[config.mk]
export PLATFORM = sky130hd
export DESIGN_NAME = game_flow_ctrl_flat
export DESIGN_NICKNAME = d
export VERILOG_FILES = /design/src/rtl/game_pkg.sv /design/src/rtl/game_flow_ctrl_if.sv /design/src/rtl/game_flow_ctrl_btn_edge.sv /design/src/rtl/game_flow_ctrl.sv /design/src/flat_wrapper.sv
export SDC_FILE = /design/constraint.sdc
export NUM_CORES = 1
export LEC_CHECK = 0
export BUFFER_PORTS_ARGS = -buffer_cell sky130_fd_sc_hd__clkbuf_2
export CORE_MARGIN = 3
export CORE_UTILIZATION = 58
export DETAILED_ROUTE_END_ITERATION = 8
export MAX_ROUTING_LAYER = met4
export PLACE_DENSITY = 0.8
export SLEW_MARGIN = 20
export SYNTH_ARGS = -nofsm -noshare
export SYNTH_HDL_FRONTEND = slang
export SYNTH_SLANG_ARGS = --single-unit
[constraint.sdc]
create_clock -name clk -period 2.45 [get_ports clk]
set_input_delay 0.245 -clock clk [delete_from_list [all_inputs] [get_ports clk]]
set_output_delay 0.245 -clock clk [all_outputs]
set_load 0.005 [all_outputs]
[src/rtl/game_pkg.sv]
`default_nettype none
// +--------------------------------------------------------------------------+
// | game_pkg : state encodings and default sizes shared by the game sequencer, |
// |            the VGA renderer and the seven-segment display.                 |
// | Revision : 1.0  initial release                                            |
// +--------------------------------------------------------------------------+
package game_pkg;

  localparam int DEF_NUM_BLOCKS  = 50;
  localparam int DEF_INIT_HEALTH = 3;

  localparam logic [1:0] GS_BEGIN = 2'b00;
  localparam logic [1:0] GS_PLAY  = 2'b01;
  localparam logic [1:0] GS_WIN   = 2'b11;
  localparam logic [1:0] GS_LOSE  = 2'b10;

  // Low two bits are the externally visible game_state; bit 2 marks PAUSE.
  typedef logic [2:0] state_t;

  localparam state_t ST_BEGIN = {1'b0, GS_BEGIN};
  localparam state_t ST_PLAY  = {1'b0, GS_PLAY};
  localparam state_t ST_PAUSE = {1'b1, GS_PLAY};
  localparam state_t ST_WIN   = {1'b0, GS_WIN};
  localparam state_t ST_LOSE  = {1'b0, GS_LOSE};

endpackage
`default_nettype wire

[src/rtl/game_flow_ctrl_if.sv]
`default_nettype none
// +--------------------------------------------------------------------------+
// | game_flow_ctrl_if : player inputs toward the sequencer and the registered  |
// |                     game status back to renderer/display.                  |
// | Revision : 1.0  initial release                                            |
// +--------------------------------------------------------------------------+
interface game_flow_ctrl_if #(
  parameter int NUM_BLOCKS = game_pkg::DEF_NUM_BLOCKS
);
  logic                  start_btn;
  logic                  pause_btn;
  logic                  hit;
  logic                  touch_valid;
  logic [5:0]            touch_idx;
  logic [1:0]            game_state;
  logic [3:0]            health;
  logic [NUM_BLOCKS-1:0] bk_touched;
  logic                  paused;
  logic                  invuln;

  modport master (
    output start_btn, pause_btn, hit, touch_valid, touch_idx,
    input  game_state, health, bk_touched, paused, invuln
  );

  modport slave (
    input  start_btn, pause_btn, hit, touch_valid, touch_idx,
    output game_state, health, bk_touched, paused, invuln
  );
endinterface
`default_nettype wire

[src/rtl/game_flow_ctrl_btn_edge.sv]
`default_nettype none
// +--------------------------------------------------------------------------+
// | btn_edge : rising-edge detector on a debounced button level.               |
// | Revision : 1.0  initial release                                            |
// +--------------------------------------------------------------------------+
module btn_edge (
  input  wire logic clk,
  input  wire logic reset,
  input  wire logic btn,
  output logic      rise
);
  logic r_prev;

  // Previous sample resets high so a button held through reset never fires.
  always_ff @(posedge clk) begin
    if (reset) r_prev <= 1'b1;
    else       r_prev <= btn;
  end

  assign rise = btn & ~r_prev;
endmodule
`default_nettype wire

[src/rtl/game_flow_ctrl.sv]
`default_nettype none
// +--------------------------------------------------------------------------+
// | game_flow_ctrl : game state machine, health, block scoreboard and         |
// |                  post-hit invulnerability window.                         |
// | Option   : GAME_PAUSE_EN builds the PAUSE state and pause edge detector.  |
// | Revision : 1.0  initial release                                            |
// +--------------------------------------------------------------------------+
module game_flow_ctrl
  import game_pkg::*;
#(
  parameter int NUM_BLOCKS      = DEF_NUM_BLOCKS,
  parameter int INIT_HEALTH     = DEF_INIT_HEALTH,
  parameter int INVULN_CYCLES   = 25_000_000,
  parameter int END_HOLD_CYCLES = 150_000_000
) (
  input wire logic        clk,
  input wire logic        reset,
  game_flow_ctrl_if.slave bus
);
  localparam int INV_W  = (INVULN_CYCLES < 1) ? 1 : $clog2(INVULN_CYCLES + 1);
  localparam int HOLD_W = (END_HOLD_CYCLES < 2) ? 1 : $clog2(END_HOLD_CYCLES);

  localparam logic [INV_W-1:0]      c_INV_LOAD    = INV_W'(INVULN_CYCLES);
  localparam logic [HOLD_W-1:0]     c_HOLD_LAST   = HOLD_W'(END_HOLD_CYCLES - 1);
  localparam logic [3:0]            c_INIT_HEALTH = 4'(INIT_HEALTH);
  localparam logic [NUM_BLOCKS-1:0] c_ALL_BLOCKS  = '1;

  state_t                r_state,   w_state_next;
  logic [3:0]            r_health,  w_health_next;
  logic [NUM_BLOCKS-1:0] r_bk,      w_bk_next;
  logic [INV_W-1:0]      r_inv_cnt, w_inv_cnt_next;
  logic [HOLD_W-1:0]     r_hold,    w_hold_next;
  logic                  r_invuln;
  logic                  w_start_rise;
  logic                  w_pause_rise;

  btn_edge u_start_edge (
    .clk   (clk),
    .reset (reset),
    .btn   (bus.start_btn),
    .rise  (w_start_rise)
  );

`ifdef GAME_PAUSE_EN
  btn_edge u_pause_edge (
    .clk   (clk),
    .reset (reset),
    .btn   (bus.pause_btn),
    .rise  (w_pause_rise)
  );
`else
  logic w_unused_pause;
  assign w_pause_rise   = 1'b0;
  assign w_unused_pause = bus.pause_btn ^ r_state[2];
`endif

  always_ff @(posedge clk) begin
    if (reset) begin
      r_state   <= ST_BEGIN;
      r_health  <= c_INIT_HEALTH;
      r_bk      <= '0;
      r_inv_cnt <= '0;
      r_hold    <= '0;
      r_invuln  <= 1'b0;
    end else begin
      r_state   <= w_state_next;
      r_health  <= w_health_next;
      r_bk      <= w_bk_next;
      r_inv_cnt <= w_inv_cnt_next;
      r_hold    <= w_hold_next;
      r_invuln  <= (w_inv_cnt_next != '0);
    end
  end

  always_comb begin
    w_state_next   = r_state;
    w_health_next  = r_health;
    w_bk_next      = r_bk;
    w_inv_cnt_next = r_inv_cnt;
    w_hold_next    = '0;
    case (r_state)
      ST_BEGIN: begin
        w_health_next  = c_INIT_HEALTH;
        w_bk_next      = '0;
        w_inv_cnt_next = '0;
        if (w_start_rise) w_state_next = ST_PLAY;
      end
      ST_PLAY: begin
        if (w_pause_rise) begin
          w_state_next = ST_PAUSE;
        end else begin
          if (r_inv_cnt != '0) w_inv_cnt_next = r_inv_cnt - INV_W'(1);
          if (bus.hit && (r_inv_cnt == '0)) begin
            w_inv_cnt_next = c_INV_LOAD;
            if (r_health != 4'd0) w_health_next = r_health - 4'd1;
          end
          if (bus.touch_valid && (int'(bus.touch_idx) < NUM_BLOCKS))
            w_bk_next[bus.touch_idx] = 1'b1;
          // A final touch landing with the final hit still counts as a win.
          if (w_bk_next == c_ALL_BLOCKS) w_state_next = ST_WIN;
          else if (w_health_next == 4'd0) w_state_next = ST_LOSE;
        end
      end
`ifdef GAME_PAUSE_EN
      ST_PAUSE: begin
        if (w_pause_rise) w_state_next = ST_PLAY;
      end
`endif
      ST_WIN, ST_LOSE: begin
        if (r_inv_cnt != '0) w_inv_cnt_next = r_inv_cnt - INV_W'(1);
        if (w_start_rise || (r_hold == c_HOLD_LAST)) begin
          w_state_next   = ST_BEGIN;
          w_health_next  = c_INIT_HEALTH;
          w_bk_next      = '0;
          w_inv_cnt_next = '0;
        end else begin
          w_hold_next = r_hold + HOLD_W'(1);
        end
      end
      default: w_state_next = ST_BEGIN;
    endcase
  end

  always_comb begin
    bus.game_state = r_state[1:0];
    bus.health     = r_health;
    bus.bk_touched = r_bk;
    bus.invuln     = r_invuln;
`ifdef GAME_PAUSE_EN
    bus.paused     = r_state[2];
`else
    bus.paused     = 1'b0;
`endif
  end
endmodule
`default_nettype wire
[src/flat_wrapper.sv]
// flat-port wrapper written by rule: the top's interface ports become plain ports
module game_flow_ctrl_flat import game_pkg::*;
#(
  parameter int NUM_BLOCKS      = DEF_NUM_BLOCKS,
  parameter int INIT_HEALTH     = DEF_INIT_HEALTH,
  parameter int INVULN_CYCLES   = 25_000_000,
  parameter int END_HOLD_CYCLES = 150_000_000
)
  (clk, reset, bus_start_btn, bus_pause_btn, bus_hit, bus_touch_valid, bus_touch_idx, bus_game_state, bus_health, bus_bk_touched, bus_paused, bus_invuln);
  game_flow_ctrl_if #(.NUM_BLOCKS(NUM_BLOCKS)) bus_i ();
  input wire logic clk;
  input wire logic reset;
  input wire logic [$bits(bus_i.start_btn)-1:0] bus_start_btn;
  input wire logic [$bits(bus_i.pause_btn)-1:0] bus_pause_btn;
  input wire logic [$bits(bus_i.hit)-1:0] bus_hit;
  input wire logic [$bits(bus_i.touch_valid)-1:0] bus_touch_valid;
  input wire logic [$bits(bus_i.touch_idx)-1:0] bus_touch_idx;
  output wire logic [$bits(bus_i.game_state)-1:0] bus_game_state;
  output wire logic [$bits(bus_i.health)-1:0] bus_health;
  output wire logic [$bits(bus_i.bk_touched)-1:0] bus_bk_touched;
  output wire logic [$bits(bus_i.paused)-1:0] bus_paused;
  output wire logic [$bits(bus_i.invuln)-1:0] bus_invuln;
  assign bus_i.start_btn = bus_start_btn;
  assign bus_i.pause_btn = bus_pause_btn;
  assign bus_i.hit = bus_hit;
  assign bus_i.touch_valid = bus_touch_valid;
  assign bus_i.touch_idx = bus_touch_idx;
  assign bus_game_state = bus_i.game_state;
  assign bus_health = bus_i.health;
  assign bus_bk_touched = bus_i.bk_touched;
  assign bus_paused = bus_i.paused;
  assign bus_invuln = bus_i.invuln;
  game_flow_ctrl #(.NUM_BLOCKS(NUM_BLOCKS), .INIT_HEALTH(INIT_HEALTH), .INVULN_CYCLES(INVULN_CYCLES), .END_HOLD_CYCLES(END_HOLD_CYCLES)) u_core (.clk(clk), .reset(reset), .bus(bus_i));
endmodule
Word-level counts from Yosys, hierarchy flattened:

Cells that the tools add are included.

* bits of input ports: 12
* logic and storage cells: 60
* register bits: 112
* output and inout port bits: 58

* order comparisons: 3
* $add $sub $neg: 3
* bitwise logic cells: 4
* reduce and logical (&&, ||, !) cells: 15
* multiplexer cells: 20
* equality and inequality tests: 8

Operators by type and width (number)
* $mux 50: 3
* $pmux 50 s3: 1
* $mux 25: 3
* $pmux 25 s3: 1
* $eq 50x50->1 const B: 1
* $or 50x50->50: 1
* $reduce_bool 25->1: 2
* $add 28x1->28 const B: 1
* $eq 28x28->1 const B: 1
* $logic_not 25->1: 1
* $sub 25x1->25 const B: 1
* $mux 4: 4
* $mux 3: 4
* $pmux 4 s3: 1
* $pmux 3 s3: 1
* $lt 6x7->1 const B: 1
* $demux 1 s6: 1
* $eq 3x2->1 const B: 2
* $ge 6x1->1 const B: 1
* $lt 6x6->1 const B: 1
* $logic_not 4->1: 1
* $ne 2x1->1 const B: 2
* $reduce_bool 4->1: 1
* $sub 4x1->4 const B: 1
* 13 further kinds: 16

Depth between registers and ports, before layout:

Gate-level depths: netlist (run 1).

* depth after elaboration: 10
* depth in mapped cells: 10
* gate-level depth less buffers: 9

Cells and area by module:

From an unflattened synthesis (run 1), not the netlist that was laid out.

* cell total of the unflattened synthesis: 639
* area, all modules: 5208.7 µm²

Modules (own cells, without submodules)
* game_flow_ctrl: sequential area each 2202.1 µm², area each 5176.2 µm², instances 1, cells an instance 636
* btn_edge: sequential area each 20.0 µm², area each 32.5 µm², instances 1, cells an instance 3

Least setup slack after synthesis (run 1):

OpenSTA, ideal clock, no wires.

* kind: register to register
* start point: register u_core.r_inv_cnt[2]
* end point: register u_core.r_inv_cnt[23]
* cell stages (with the launch flop): 10
* buffers on the path: 2
* path slack: 245 ps
* data arrival time: 2091 ps
* cell sequence: dfxtp_1 > buf_6 > nor4_4 > and4_1 > buf_6 > nand2_4 > or3_1 > or3_1 > xor2_1 > nor2_2

* longest elaborated chain between the ends: 4

Ends and longest elaborated chain
* from (decl): line game_flow_ctrl.sv:31 `logic [INV_W-1:0] r_inv_cnt, w_inv_cnt_next;`
* from (signal assigned): line game_flow_ctrl.sv:69 `r_inv_cnt <= w_inv_cnt_next;`
* $sub 25x1->25 (tied with other cells): line game_flow_ctrl.sv:92, game_flow_ctrl.sv:110
* $mux 25 / $logic_and 1x1->1 (equally long branches): line game_flow_ctrl.sv:92, game_flow_ctrl.sv:110, game_flow_ctrl.sv:93
* $mux 25 (on tied branches): line game_flow_ctrl.sv:111, game_flow_ctrl.sv:93
* $pmux 25 s3 (*): line game_flow_ctrl.sv:81 `case (r_state)`

Every way passes the cells marked *; elsewhere a longest branch is shown, timed or not.
A chain may end at the register's enable or synchronous reset.

Worst setup path after layout (run 1):

* start point: register u_core.r_inv_cnt[11]
* end point: register u_core.r_invuln (netlist: u_core.bus.invuln)

* longest elaborated chain between the ends: 5

Ends and longest elaborated chain
* $sub 25x1->25 (tied with other cells): line game_flow_ctrl.sv:92, game_flow_ctrl.sv:110
* $mux 25 / $logic_and 1x1->1 (equally long branches): line game_flow_ctrl.sv:92, game_flow_ctrl.sv:110, game_flow_ctrl.sv:93
* $mux 25 (on tied branches): line game_flow_ctrl.sv:111, game_flow_ctrl.sv:93
* $pmux 25 s3 (*): line game_flow_ctrl.sv:81
* $reduce_bool 25->1 (*): line game_flow_ctrl.sv:71 `r_invuln <= (w_inv_cnt_next != '0);`
* to (signal assigned): line game_flow_ctrl.sv:71
* to (decl): line game_flow_ctrl.sv:33 `logic r_invuln;`

Marks and branches as above.

==> metrics, run 1 <==
Layout Nets=747; status=finished, final reports clean; layout cells sized above 1=21.3%; Final GP Congestion=1.01; setup TNS=0 ns; core area=8760 um^2; cells after synthesis=647; TritonRoute pass-1 iters=5; Slew headroom=60.4%; critical path arrival=2.62 ns; Top FF cell, synth=dfxtp_1; mean area per synthesized cell=8.14 um^2; total track usage=27.4%; hold_buf cts=0; wire per inst=16.0 um; ANT cells=0; CP Max Fanout=6; die width=101 um; top cell type's share of synthesized area=42.2%; Peak Freq=425 MHz; gr ovfl total=0; total routed wirelength=13500 um; Yosys reg bits=111; dominant cell type by area after synthesis=dfxtp_1; Rows=34; largest net degree at the start of global routing=60; Syn Nets=663; H-Tree Depth=3; Initial Util=60.1%; asr flop ratio synth=0%; antenna-violating nets left=0; initial antenna violation count=0; Clk Latency, worst-skew pair=0.37 ns; Post-DP HPWL=9900 um; Critical R2R Launch=u_core.r_inv_cnt[11]$_SDFF_PP0_; reg2reg end=u_core.bus.invuln$_SDFF_PP0_; Worst-path clk slew=0.11 ns; Hold Path Sink=u_core.u_start_edge.r_prev$_SDFF_PP1_; Longest Clk Path Bufs=2; Syn Std Cell Area=5270 um^2; Port-buffer cells=67; Worst Path Required=2.72 ns; via count=5100; Worst Max-Slew Pin Slew=0.592 ns; TritonCTS clock tree=built; cell chosen for the clock root=clkbuf_8; Setup Skew=0.0133 ns; Yosys cell types=58; Final setup viols=0; vias in the first global route=4499; I/O pin cnt=70; max cap viols=0; Fin. Hold Viols=0; fillers=706; Period minus WS final=2.35 ns; Vias/cell=6.04; RSZ-0062 raised after global routing=no; first-pass GRT wire length=22000 um; DIE HEIGHT=101 um; DRC Markers=0; CTS Buf Count=9; Post-synth EDFFs=0; P&R area growth vs syn=16.8%; Die Area=10300 um^2; sequential area share after synthesis=42.2%; CP startpoint kind=register; Clock Sinks=111; WS Path Type=reg -> reg; largest cells by area after synthesis=dfxtp_1, a21oi_1, nor2_1; hold path cells=3; Slew Viols, Final=0; Hold WC Path Type=in -> reg; R2R depth=8; kind of end point of the critical path=register; YS warnings=0; min-delay src=bus_start_btn; R2R setup slack=0.1 ns; Final Cycle Share=95.9%; DRT iter0 DRCs=317
critical path, cell delays in order (launching register included):
cell and delay (ns):
dfxtp_1 0.36, nor4_4 0.44, nand4_1 0.24, buf_4 0.22, o211ai_1 0.22, xor2_1 0.21, and4b_1 0.23, nand4_1 0.10
a21bo_2 0.23
registers in the layout (all words and copies together) (netlist names):
register,count
u_core.bus.bk_touched,50
u_core.r_hold,28
u_core.r_inv_cnt,25
u_core.bus.health,4
u_core.r_state,2
u_core.bus.invuln,1
u_core.u_start_edge.r_prev,1
logic make-up (layout without fill, tap and decap cells):
logic type               Yosys count  count (layout)  synth area share (%)
AND/OR/NAND/NOR                  270             270                  27.6
AO/OA/AOI/OAI                    163             163                  16.9
XOR/XNOR                          44              44                  7.31
other                              1               1                0.0712
buffers and inverters             53             142                  4.80
flip-flops                       111             111                  42.2
adder cells (fa/ha/maj)            4               4                 0.950
multiplexers                       1               1                 0.190
how the worst max path moves through the flow:
stage	start	cells past startpoint	slack (ns)	endpoint
3_5_place_dp	bus_touch_idx[4]	10	-0.05	u_core.r_state[0]$_SDFFE_PP0P_
6_report	u_core.r_inv_cnt[11]$_SDFF_PP0_	8	0.1	u_core.bus.invuln$_SDFF_PP0_
4_1_cts	u_core.r_inv_cnt[8]$_SDFF_PP0_	7	0.04	u_core.bus.invuln$_SDFF_PP0_
2_1_floorplan	u_core.r_inv_cnt[2]$_SDFF_PP0_	9	0.24	u_core.r_inv_cnt[23]$_SDFF_PP0_
3_3_place_gp	bus_touch_idx[4]	11	-0.06	u_core.r_state[0]$_SDFFE_PP0P_
5_1_grt	u_core.r_inv_cnt[11]$_SDFF_PP0_	8	0.003	u_core.r_inv_cnt[23]$_SDFF_PP0_
metrics by stage:
stage	util [%]	cells	hold slack [ns]	setup slack (ns)	cell area, um^2
2_1_floorplan	-	647	0.314	0.245	5270
3_3_place_gp	67.5	824	0.428	-0.0565	5920
3_5_place_dp	67.5	824	0.451	-0.0524	5920
4_1_cts	69.8	840	0.0751	0.0406	6120
5_1_grt	70.2	844	0.102	0.00262	6150
6_report	70.2	844	0.0904	0.0993	6150
synth_stat cells (all sizes together), types with 5 or more instances:
master and number:
nor2 118, nor3 12, buf 20, and3 12, clkbuf 21, o21ai 15, a21oi 125, inv 12
dfxtp 111, a211oi 6, a31oi 6, or3 9, xnor2 26, and2 14, nand2 23, nor4 19
xor2 18, nand3 17, nor4b 5, nand4 14
layer usage:
layer  track usage, %  wire, um
met2             42.3      6270
met4             12.5       459
met5                -         0
met3             3.31      1090
met1             35.9      5730
cells in the final DEF, fill, tap and decap left out, drive strengths merged, types with 3 or more instances in the layout:
cell / count
nand3: 17
nand2: 23
xor2: 18
nand2b: 3
inv: 16
and3b: 3
ha: 4
and4: 3
clkinv: 3
buf: 47
nor3: 12
xnor2: 26
a211oi: 6
and3: 12
o31ai: 3
nor4b: 5
dfxtp: 111
and4b: 4
nor2: 118
nor4: 19
o211ai: 3
or3: 9
and2: 14
a31oi: 6
o21ai: 15
a21oi: 125
nor3b: 4
nand4: 14
clkbuf: 76
area by class of cell:
| cell class | instances | area (um^2) | share of cell area (%) |
|---|---|---|---|
| Multi-Input combinational cell | 483 | 2810 | 45.7 |
| Sequential cell | 111 | 2220 | 36.2 |
| Timing Repair Buffer | 114 | 738 | 12.0 |
| Tap cell | 108 | 135 | 2.20 |
| Clock buffer | 9 | 124 | 2.01 |
| Clock inverter | 7 | 73.8 | 1.20 |
| Inverter | 12 | 45.0 | 0.732 |
repair_timing:
action,CTS,global route
resized for setup,0,3
setup endpoints to repair,0,2
buffers inserted,0,4
Power of run 1 is left out: the tool's default activity adds up to more than one toggle a clock period on the data nets, which glitch-free logic cannot reach.
==> inputs of run 2 (changes only) <==
--- a/config.mk
+++ b/config.mk
@@ -11,6 +11,7 @@
 export DETAILED_ROUTE_END_ITERATION = 8
 export MAX_ROUTING_LAYER = met4
 export PLACE_DENSITY = 0.8
+export SETUP_SLACK_MARGIN = 0.2
 export SLEW_MARGIN = 20
 export SYNTH_ARGS = -nofsm -noshare
 export SYNTH_HDL_FRONTEND = slang
==> metrics, run 2 (synthesis results as in run 1) <==
status=finished, final reports clean; critical path depth=9 (+1); first-pass GRT wire length=22200 um (+0.91%); R2R setup slack=0.17 ns (+0.07 ns); Crit path largest cell delay=0.37 ns (-0.07 ns); Layout Nets=760 (+1.7%); largest net degree at the start of global routing=60 (unchanged); most common cell after layout, fill and taps aside=a21oi_1; Clk Latency, worst-skew pair=0.38 ns (about the same); Worst Max-Slew Pin Slew=0.559 ns (-0.0326 ns); total routed wirelength=14200 um (+5.1%); Critical R2R Launch=u_core.r_inv_cnt[8]$_SDFF_PP0_; Initial Util=60.1% (unchanged); ANT cells=0 (unchanged); Placed Cells=824 (unchanged); Non-Filler Instances=857 (+1.5%); setup TNS=0 ns (unchanged); CP Launch Point=u_core.r_inv_cnt[8]$_SDFF_PP0_; max FFs per register=50 (unchanged); die width=101 um (unchanged); TritonCTS clock tree=built; CTS Buf Count=9 (unchanged); hold_buf cts=0 (unchanged); Final setup viols=0 (unchanged); WS Path Type=reg -> reg; Worst-path clk slew=0.11 ns (about the same); Rows=34 (unchanged); TritonRoute pass-1 iters=7 (+2); vias in the first global route=4535 (+0.80%); H-Tree Depth=3 (unchanged); gr ovfl total=0 (unchanged); Port-buffer cells=67 (unchanged); DRT iter0 DRCs=370 (+17%); wire per inst=16.6 um (+3.5%); Peak Freq=439 MHz (+3.3%); Setup Skew=0.0120 ns (-0.00136 ns); RSZ-0062 raised after global routing=yes; Worst Path Required=2.73 ns (about the same); Post-DP HPWL=9900 um (unchanged); R2R depth=9 (+1); layout cells sized above 1=26.6% (+5.2 points); Period minus WS final=2.28 ns (-0.0748 ns); reg2reg end=u_core.bus.invuln$_SDFF_PP0_; CP Cell Sequence=nor4_4 -> buf_4 -> nand4_1 -> buf_4 -> o211ai_1 -> xor2_1 -> and4b_1 -> nand4_1 -> a21bo_2; Vias/cell=6.05 (+0.12%); highest-count cells in the layout ignoring fill and taps=a21oi_1, nor2_1, dfxtp_1; Buf+Inv Stages, Crit Path=2 (+1); P&R area growth vs syn=21.3%; Final Cycle Share=92.9% (-3.1 points); via count=5185 (+1.7%); Clock Sinks=111 (unchanged); Fin. Hold Viols=0 (unchanged); hold path cells=3 (unchanged); critical path's slowest cell=dfxtp_2; CP top delay family=simple AND/OR/NAND/NOR gates; Longest Clk Path Bufs=2 (unchanged); cell chosen for the clock root=clkbuf_8; CP Max Fanout=5 (-1); DIE HEIGHT=101 um (unchanged); total track usage=27.6% (+0.24 points); Final GP Congestion=1.01 (unchanged); max cap viols=0 (unchanged); kind of end point of the critical path=register; initial antenna violation count=0 (unchanged); critical path arrival=2.55 ns (-0.07 ns); I/O pin cnt=70 (unchanged); core area=8760 um^2 (unchanged); CP startpoint kind=register; Slew headroom=62.7% (+2.3 points); antenna-violating nets left=0 (unchanged); DRC Markers=0 (unchanged); Die Area=10300 um^2 (unchanged); Hold WC Path Type=in -> reg; Slew Viols, Final=0 (unchanged); Setup crit end=u_core.bus.invuln$_SDFF_PP0_
[run 2: cell count changes in the layout (fill, tap and decap cells not counted), moves of 3 or more]
cell | previous run | this run
dfxtp_2 | 2 | 7
buf_4 | 43 | 53
buf_6 | 0 | 3
dfxtp_1 | 109 | 102
nor4_1 | 16 | 10
nor4_2 | 1 | 7
or3_4 | 0 | 3
[run 2: repair_timing]
| item | in CTS | in global routing |
|---|---|---|
| setup buffers | 5 | 12 |
| gates resized for setup | 5 | 36 |
| pin swaps | 6 | 24 |
| setup endpoints to repair | 3 | 81 |
[run 2: how the worst min path moves through the flow]
| stage | start | end |
|---|---|---|
| 2_1_floorplan | reset | u_core.r_inv_cnt[11]$_SDFF_PP0_ |
| 6_report | bus_start_btn | u_core.u_start_edge.r_prev$_SDFF_PP1_ |
| 4_1_cts | bus_start_btn | u_core.u_start_edge.r_prev$_SDFF_PP1_ |
| 5_1_grt | bus_start_btn | u_core.u_start_edge.r_prev$_SDFF_PP1_ |
| 3_3_place_gp | u_core.r_hold[0]$_SDFF_PP0_ | u_core.r_hold[0]$_SDFF_PP0_ |
| 3_5_place_dp | u_core.r_hold[0]$_SDFF_PP0_ | u_core.r_hold[0]$_SDFF_PP0_ |
[run 2: routing by layer]
metal	vias to the layer above	track usage (%)	part of all wire [%]
met4	0	12.9	3.1
met1	2407	36.3	41
met3	45	3.37	8.4
met2	257	42.3	48
met5	-	-	0
li1	2476	-	-
[run 2: stage by stage]
| stage | setup slack [ns] | util [%] | hold WS (ns) | instance area (um^2) |
|---|---|---|---|---|
| after floorplan | 0.245 | - | 0.314 | 5270 |
| after global placement | -0.0565 | 67.5 | 0.428 | 5920 |
| after detailed placement | -0.0524 | 67.5 | 0.451 | 5920 |
| after CTS | 0.202 | 70.4 | 0.0751 | 6170 |
| after global routing | 0.0580 | 72.9 | 0.102 | 6390 |
| final | 0.174 | 72.9 | 0.0891 | 6390 |
[run 2: worst min-delay path: stages]
cell and delay, ns:
clkbuf_2 0.10, inv_1 0.05, nand2_1 0.04
[run 2: final cells by class]
type	count	area, um^2
clock buffer	9	124
tap	108	135
inverter	12	45.0
fill	659	2370
sequential	111	2240
multi-input combinational	483	2930
clock inverter	7	73.8
timing repair buffer	127	847
Power of run 2 is left out for the same reason.
==> inputs of run 3 (changes only) <==
--- a/config.mk
+++ b/config.mk
@@ -11,6 +11,7 @@
 export DETAILED_ROUTE_END_ITERATION = 8
 export MAX_ROUTING_LAYER = met4
 export PLACE_DENSITY = 0.8
+export RECOVER_POWER = 25
 export SETUP_SLACK_MARGIN = 0.2
 export SLEW_MARGIN = 20
 export SYNTH_ARGS = -nofsm -noshare
==> metrics, run 3 (synthesis results as in run 1) <==
status=finished, final reports clean; wire per inst=16.6 um (about the same); min-delay src=bus_start_btn; DRC Markers=0 (unchanged); Final GP Congestion=1.01 (unchanged); Longest Clk Path Bufs=2 (unchanged); layout cells sized above 1=24.6% (-2.0 points); Rows=34 (unchanged); Hold WC Path Type=in -> reg; Slew headroom=62.6% (-0.078 points); via count=5184 (-0.019%); total track usage=27.6% (unchanged); largest net degree at the start of global routing=60 (unchanged); Slew Viols, Final=0 (unchanged); Peak Freq=436 MHz (-0.84%); Clock Sinks=111 (unchanged); CP startpoint kind=register; core area=8760 um^2 (unchanged); RSZ-0062 raised after global routing=yes; R2R depth=9 (unchanged); vias in the first global route=4535 (unchanged); Clk Latency, worst-skew pair=0.38 ns (about the same); R2R setup slack=0.15 ns (-0.02 ns); ANT cells=0 (unchanged); CTS Buf Count=9 (unchanged); critical path arrival=2.57 ns (+0.02 ns); cell chosen for the clock root=clkbuf_8; total routed wirelength=14200 um (about the same); reg2reg end=u_core.bus.invuln$_SDFF_PP0_; kind of end point of the critical path=register; WS Path Type=reg -> reg; Critical R2R Launch=u_core.r_inv_cnt[8]$_SDFF_PP0_; pre-CTS WS=-0.0524 ns (unchanged); Worst-path clk slew=0.11 ns (about the same); Worst Max-Slew Pin Slew=0.561 ns (+0.00117 ns); CP Launch Point=u_core.r_inv_cnt[8]$_SDFF_PP0_; Post-DP HPWL=9900 um (unchanged); Final Cycle Share=93.7% (+0.79 points); highest-count cells in the layout ignoring fill and taps=a21oi_1, nor2_1, dfxtp_1; DRT iter0 DRCs=350 (-5.4%); most common cell after layout, fill and taps aside=a21oi_1; max FFs per register=50 (unchanged); Period minus WS final=2.30 ns (+0.0193 ns); Die Area=10300 um^2 (unchanged); initial antenna violation count=0 (unchanged); CP top delay family=simple AND/OR/NAND/NOR gates; Crit path largest cell delay=0.37 ns (about the same); Setup Skew=0.0137 ns (+0.00177 ns); H-Tree Depth=3 (unchanged); CP Max Fanout=5 (unchanged); TritonCTS clock tree=built; first-pass GRT wire length=22200 um (unchanged); Final setup viols=0 (unchanged); hold path cells=3 (unchanged); DIE HEIGHT=101 um (unchanged); gr ovfl total=0 (unchanged); CP Cell Sequence=nor4_4 -> buf_4 -> nand4_1 -> buf_4 -> o211ai_1 -> xor2_1 -> and4b_1 -> nand4_1 -> a21bo_2; I/O pin cnt=70 (unchanged); P&R area growth vs syn=20.9%; max cap viols=0 (unchanged); antenna-violating nets left=0 (unchanged); final worst slack=0.155 ns (-0.0193 ns); Worst Path Required=2.73 ns (about the same); Fin. Hold Viols=0 (unchanged); Vias/cell=6.05 (about the same); Port-buffer cells=67 (unchanged); TritonRoute pass-1 iters=7 (unchanged); Layout Nets=760 (unchanged); Hold Path Sink=u_core.u_start_edge.r_prev$_SDFF_PP1_; Initial Util=60.1% (unchanged); critical path's slowest cell=dfxtp_2; Buf+Inv Stages, Crit Path=2 (unchanged); die width=101 um (unchanged)
run 3: how the worst max path moves through the flow:
stage	endpoint	slack (ns)	cells after the start
final	u_core.bus.invuln$_SDFF_PP0_	0.15	9
after global routing	u_core.bus.invuln$_SDFF_PP0_	0.06	10
after CTS	u_core.bus.invuln$_SDFF_PP0_	0.20	9
after detailed placement	u_core.r_state[0]$_SDFFE_PP0P_	-0.05	10
after global placement	u_core.r_state[0]$_SDFFE_PP0P_	-0.06	11
after floorplan	u_core.r_inv_cnt[23]$_SDFF_PP0_	0.24	9
run 3: worst reg2reg max path, delay by kind of cell, from the launching register on:
kind            cells  cell delay (ns)
buf+inv             2             0.37
compound gates      2             0.42
simple gates        4             0.83
xor+xnor            1             0.21
flops               1             0.37
run 3: what timing repair did:
| action | CTS | global route |
|---|---|---|
| endpoints found under the setup margin | 3 | 81 |
| endpoints found under the hold margin | 0 | 0 |
| setup buffers | 5 | 12 |
| cloned | 0 | 0 |
| hold buffers | 0 | 0 |
| resized for setup | 5 | 36 |
| pin swaps | 6 | 24 |
run 3: layer usage:
| layer | GRT usage (%) | wire length [um] | up-vias |
|---|---|---|---|
| met5 | - | 0 | - |
| met4 | 12.9 | 534 | 0 |
| met3 | 3.37 | 1140 | 45 |
| met2 | 42.3 | 6640 | 264 |
| met1 | 36.3 | 5920 | 2398 |
| li1 | - | - | 2477 |
run 3: area by class of cell:
type	count	area [um^2]
fillers	666	2390
well taps	108	135
repair buffers	127	828
clock inverters	7	73.8
inverters	12	45.0
multi-input cells	483	2930
flip-flops and latches	111	2240
clock buffers	9	124
run 3: stage by stage:
step / std cells / util, % / TNS [ns] / hold WS (ns) / area (um^2)
after floorplan: 647 / - / 0 / 0.314 / 5270
after global placement: 824 / 67.5 / -0.0565 / 0.428 / 5920
after detailed placement: 824 / 67.5 / -0.0524 / 0.451 / 5920
after CTS: 845 / 70.4 / 0 / 0.0751 / 6170
after global routing: 857 / 72.7 / 0 / 0.102 / 6370
final: 857 / 72.7 / 0 / 0.0855 / 6370
Power of run 3 is left out for the same reason.
